`config.mk`:
```
export PLATFORM = sky130hd
export DESIGN_NAME = spi_master_gen
export DESIGN_NICKNAME = d
export VERILOG_FILES = /design/src/rtl/spi_master_gen.sv
export SDC_FILE = /design/constraint.sdc
export NUM_CORES = 1
export LEC_CHECK = 0
export ABC_AREA = 1
export CAP_MARGIN = 20
export CORE_MARGIN = 3
export CORE_UTILIZATION = 59
export CTS_BUF_LIST = sky130_fd_sc_hd__clkbuf_8
export DETAILED_ROUTE_END_ITERATION = 10
export HOLD_SLACK_MARGIN = 0.15
export PLACE_DENSITY = 0.86
export SYNTH_ARGS = -nofsm -noshare
export SYNTH_HDL_FRONTEND = slang
export SYNTH_SLANG_ARGS = --single-unit
export TNS_END_PERCENT = 30
```
`constraint.sdc`:
```
create_clock -name clk_i -period 2.4 [get_ports clk_i]
set_input_delay 0.72 -clock clk_i [delete_from_list [all_inputs] [get_ports clk_i]]
set_output_delay 0.72 -clock clk_i [all_outputs]
set_load 0.01 [all_outputs]
```
`src/rtl/spi_master_gen.sv`:
```
// SPI master with SCK divider, N active-low selects and multi-word bursts.
// Optional loopback sampling (mosi_o instead of miso_i) under SPI_MASTER_GEN_LOOPBACK_EN.
module spi_master_gen #(
  parameter int unsigned DATA_W = 8,
  parameter int unsigned N_SS   = 1,
  parameter int unsigned DIV_W  = 8,
  localparam int unsigned SS_W  = (N_SS > 1) ? $clog2(N_SS) : 1
) (
  input  logic              clk_i,
  input  logic              rst_i,
  input  logic [DIV_W-1:0]  div_i,
  input  logic              cpol_i,
  input  logic              cpha_i,
  input  logic              dord_i,
  input  logic [SS_W-1:0]   ss_sel_i,
  input  logic              start_i,
  input  logic              last_i,
  input  logic              end_i,
  input  logic [DATA_W-1:0] tx_i,
  output logic [DATA_W-1:0] rx_o,
  output logic              rx_valid_o,
  output logic              ready_o,
  output logic              busy_o,
  output logic              irq_o,
  input  logic              ack_i,
  output logic              sclk_o,
  output logic              mosi_o,
  output logic              mosi_en_o,
  input  logic              miso_i,
`ifdef SPI_MASTER_GEN_LOOPBACK_EN
  input  logic              loop_i,
`endif
  output logic [N_SS-1:0]   ss_n_o
);

  localparam int unsigned BW = $clog2(DATA_W);

  localparam logic [2:0] S_IDLE  = 3'd0;
  localparam logic [2:0] S_LEAD  = 3'd1;
  localparam logic [2:0] S_TRAIL = 3'd2;
  localparam logic [2:0] S_HOLD  = 3'd3;
  localparam logic [2:0] S_WAIT  = 3'd4;
  localparam logic [2:0] S_DESEL = 3'd5;

  logic [2:0]        state, state_d;
  logic [DIV_W-1:0]  cnt, div_q;
  logic [BW-1:0]     bit_cnt;
  logic [DATA_W-1:0] sr, sr_shift;
  logic [SS_W-1:0]   sel_q;
  logic              cpol_q, cpha_q, dord_q, last_q;
  logic              samp, sclk_r;
  logic              tick, accept, last_bit, smp_src;

  assign ready_o   = (state == S_IDLE) || (state == S_WAIT);
  assign busy_o    = (state != S_IDLE);
  assign mosi_en_o = busy_o && (state != S_DESEL);
  assign accept    = start_i && ready_o;
  assign tick      = (cnt == div_q);
  assign last_bit  = (bit_cnt == BW'(DATA_W - 1));
  assign sclk_o    = sclk_r ^ (busy_o ? cpol_q : cpol_i);
  assign mosi_o    = mosi_en_o & (dord_q ? sr[0] : sr[DATA_W-1]);
  assign sr_shift  = dord_q ? {samp, sr[DATA_W-1:1]} : {sr[DATA_W-2:0], samp};

`ifdef SPI_MASTER_GEN_LOOPBACK_EN
  assign smp_src = loop_i ? mosi_o : miso_i;
`else
  assign smp_src = miso_i;
`endif

  // Selected slave is held low from LEAD through WAIT_NEXT; out-of-range index selects none.
  always_comb begin
    ss_n_o = '1;
    for (int unsigned i = 0; i < N_SS; i++) begin
      if (mosi_en_o && (sel_q == SS_W'(i))) ss_n_o[i] = 1'b0;
    end
  end

  always_ff @(posedge clk_i or posedge rst_i) begin
    if (rst_i) state <= S_IDLE;
    else       state <= state_d;
  end

  always_comb begin
    state_d = state;
    case (state)
      S_IDLE:  if (start_i) state_d = S_LEAD;
      S_LEAD:  if (tick) state_d = S_TRAIL;
      S_TRAIL: if (tick) state_d = last_bit ? S_HOLD : S_LEAD;
      S_HOLD:  if (tick) state_d = last_q ? S_DESEL : S_WAIT;
      S_WAIT: begin
        if (start_i)    state_d = S_LEAD;
        else if (end_i) state_d = S_DESEL;
      end
      S_DESEL: if (tick) state_d = S_IDLE;
      default: state_d = S_IDLE;
    endcase
  end

  // Divider, shift register, per-burst configuration and status flags.
  always_ff @(posedge clk_i or posedge rst_i) begin
    if (rst_i) begin
      cnt        <= '0;
      div_q      <= '0;
      bit_cnt    <= '0;
      sr         <= '0;
      sel_q      <= '0;
      cpol_q     <= 1'b0;
      cpha_q     <= 1'b0;
      dord_q     <= 1'b0;
      last_q     <= 1'b0;
      samp       <= 1'b0;
      sclk_r     <= 1'b0;
      rx_o       <= '0;
      rx_valid_o <= 1'b0;
      irq_o      <= 1'b0;
    end else begin
      rx_valid_o <= 1'b0;

      if (accept || (state_d != state)) cnt <= '0;
      else if (busy_o && (state != S_WAIT)) cnt <= cnt + DIV_W'(1);

      if (accept) begin
        sr      <= tx_i;
        bit_cnt <= '0;
        last_q  <= last_i;
        if (state == S_IDLE) begin
          div_q  <= div_i;
          cpol_q <= cpol_i;
          cpha_q <= cpha_i;
          dord_q <= dord_i;
          sel_q  <= ss_sel_i;
        end
      end

      if (tick) begin
        case (state)
          S_LEAD: begin
            sclk_r <= ~sclk_r;
            if (!cpha_q)              samp <= smp_src;
            else if (bit_cnt != '0)   sr   <= sr_shift;
          end
          S_TRAIL: begin
            sclk_r <= ~sclk_r;
            if (!cpha_q) sr   <= sr_shift;
            else         samp <= smp_src;
            if (!last_bit) bit_cnt <= bit_cnt + BW'(1);
          end
          S_HOLD: begin
            rx_valid_o <= 1'b1;
            rx_o       <= cpha_q ? sr_shift : sr;
            if (cpha_q) sr <= sr_shift;
          end
          default: ;
        endcase
      end

      if ((state == S_HOLD) && tick) irq_o <= 1'b1;
      else if (ack_i)                irq_o <= 1'b0;
    end
  end

endmodule

```
==> impl_metrics.env <==
export IMPL_status="finished, final reports clean"
export IMPL_post_cts_hold_buffer_count=0
export IMPL_synth_cell_types=34
export IMPL_wl_per_cell_microns=14.3
export IMPL_power_density_nw_per_um2=1080
export IMPL_synth_top_area_cell="dfrtp_1"
export IMPL_endpoint="ss_n_o"
export IMPL_fin_skew_ns=0.00589
export IMPL_synth_top_cell_area_share=0.467
export IMPL_slew_headroom=0.710
export IMPL_critPathArrivalTime_ns=1.66
export IMPL_syn_area_sq_um=2520
export IMPL_fin_tns_setup_ns=0
export IMPL_grt_pass1_wl_mm=9.45
export IMPL_synth_most_common_cell="nand2_1"
export IMPL_whs_ns=0.492
export IMPL_synth_edff_count=0
export IMPL_grt_overflow=0
export IMPL_clk_path_buf_depth=2
export IMPL_post_route_min_period_ns=2.38
export IMPL_async_reset_ff_frac=1.00
export IMPL_synth_compound_area_frac=0.149
export IMPL_pre_cts_ws_ns=-0.375
export IMPL_synth_area_leaders="dfrtp_1 (47%), nand2_1 (7.3%), nor2_1 (5.5%)"
export IMPL_rr_startpoint="cnt[4]"
export IMPL_reg2reg_slack_ns=0.58
export IMPL_numCtsBuffers=5
export IMPL_ys_ff_latch=47
export IMPL_area_growth_pct=25.9
export IMPL_htree_levels=2
export IMPL_setup_slack_ns=0.0193
export IMPL_syn_avg_cell_area_sq_um=8.59
export IMPL_firstDrtPassIters=5
export IMPL_final_area_sq_um=3170
export IMPL_finish_utilization=0.780
export IMPL_dpl_cell_count=387
export IMPL_syn_inst=293
export IMPL_die_w_microns=71.3
export IMPL_dpl_cell_area_sq_um=3040
export IMPL_reg2reg_depth=8
export IMPL_synth_simple_area_share=0.202
export IMPL_cp_required_ns=1.68
export IMPL_power_leakage_nw=1.53
export IMPL_ios=43
export IMPL_core_sq_um=4060
export IMPL_post_layout_nonfiller_instances=395
export IMPL_worst_slew_pin_slew_ns=0.434
export IMPL_routed_wl_mm=5.67
export IMPL_dp_hpwl_mm=4.11
export IMPL_max_cap_violations=0
export IMPL_antenna_found_initial=0
export IMPL_reg2reg_to="sr[2]"
export IMPL_num_vias=2180
export IMPL_clock_sinks=47
export IMPL_peakVddDrop_v=0.000690
export IMPL_rsz0062_at_grt="yes"
export IMPL_yosys_area_share_adder=0.0199
export IMPL_gp_congestion=0.844
export IMPL_rows=23
export IMPL_ys_warn_count=0
export IMPL_dieHeight_microns=71.3
export IMPL_yosys_mux_area_fraction=0.0398
export IMPL_fmax_ghz=0.420
export IMPL_grt_max_degree=29
export IMPL_clock_root_buffer="clkbuf_8"
export IMPL_syn_num_nets=324
export IMPL_num_antenna_cells=0
export IMPL_grt_util_all_layers=0.237
export IMPL_power_total_mw=3.41
export IMPL_worst_setup_path_start_kind="flop"
export IMPL_synth_top_family_by_area="simple AND/OR/NAND/NOR gates"
export IMPL_drtIter0Drc=206
export IMPL_final_setup_viol_count=0
export IMPL_critPathLaunch="state[0]"
export IMPL_fin_nets=375
export IMPL_cp_end_kind="output port"
export IMPL_drt_antenna_violating_nets=0
export IMPL_port_buffers=42
export IMPL_critPathMaxFanout=3
export IMPL_hold_class="flop to flop"
export IMPL_clock_latency_ns=0.31
export IMPL_hold_viol_final=0
export IMPL_critPathKind="flop to output port"
export IMPL_maxSlewViolCount=0
export IMPL_initial_utilization=0.620
export IMPL_dieArea_sq_um=5080
export IMPL_drive_gt1_frac=0.157
export IMPL_yosysSeqAreaShare=0.467
export IMPL_first_global_vias=2014
export IMPL_synthXorXnorAreaFrac=0.0487
export IMPL_post_drt_via_cell_ratio=5.52
export IMPL_synth_main_ff_cell="dfrtp_1"
export IMPL_ys_top_cells_by_count="nand2_1 (49), dfrtp_1 (47), nor2_1 (37), inv_1 (31), o21ai_0 (22)"
export IMPL_cts_tree="yes"
export IMPL_cts_clk_slew_worst_paths_ns=0.09
export IMPL_post_route_period_util=0.992
export IMPL_drc=0
[worst max-delay path: stages, from the launching register on]
cell	delay, ns
dfrtp_1	0.42
nor2_2	0.07
inv_2	0.08
nor2_4	0.05
inv_1	0.11
nand2_2	0.08
or2_2	0.27
dlygate4sd2_1	0.29
[flip-flops by register name, summed over array words and instances, names as in the netlist, 3 cells and up]
signal / flops
div_q: 8
sr: 8
rx_o: 8
state: 3
bit_cnt: 3
cnt: 8
[area by class of cell]
class	count	area [sq um]
fillers	274	891
inverters	36	136
multi-input cells	202	1180
clock buffers	5	68.8
clock inverters	3	43.8
flip-flops and latches	47	1180
repair buffers	52	502
well taps	50	62.6
[kinds of logic (layout without fill, tap and decap cells)]
kind of cell | Yosys count | count (layout)
AOI/OAI and AO/OA | 63 | 63
xor gates and xnor gates | 14 | 14
adders and majority gates | 4 | 4
buffers and inverters | 44 | 96
DFF | 47 | 47
muxes | 9 | 9
and+or+nand+nor | 112 | 112
[per-layer routing]
metal	GRT usage	up-vias	part of all wire
li1	-	1061	-
met1	0.343	1020	0.46
met2	0.365	89	0.47
met3	0.0533	10	0.058
met4	0.0564	0	0.013
met5	0	-	0
[worst min-delay path by stage]
stage,from,endpoint,slack (ns),cells after the start
final,rx_o[7],rx_o[7],0.49,2
after global routing,rx_o[5],rx_o[5],0.52,1
after CTS,rx_o[7],rx_o[7],0.50,2
after detailed placement,rx_o[7],rx_o[7],0.48,2
after global placement,cpol_q,cpol_q,0.47,2
after floorplan,cpol_q,cpol_q,0.45,2
[cell usage in the layout (no fill, tap or decap), types with 5 or more instances in the layout]
master	Yosys	layout
a21oi_1	12	12
a22o_1	7	7
buf_4	1	10
clkbuf_8	0	5
clkdlybuf4s50_1	0	35
dfrtp_1	47	47
inv_1	31	29
inv_2	3	5
mux2_2	8	8
nand2_1	49	48
nand3_1	12	12
nor2_1	37	35
o21ai_0	22	21
o21ai_1	9	9
o22ai_1	7	7
xnor2_1	8	8
xor2_1	6	6
[what timing repair did]
action | CTS | global route
gates resized for setup | 11 | 7
buffers inserted | 0 | 0
endpoints found under the setup margin | 5 | 4
pin swaps | 0 | 1
endpoints found under the hold margin | 0 | 0
[power by group]
part / switching (mW) / total (mW) / internal [mW]
Combinational: 0.863 / 1.53 / 0.670
Sequential: 0.225 / 1.29 / 1.06
Clock: 0.277 / 0.587 / 0.310
(Power assumes the default switching activity.)
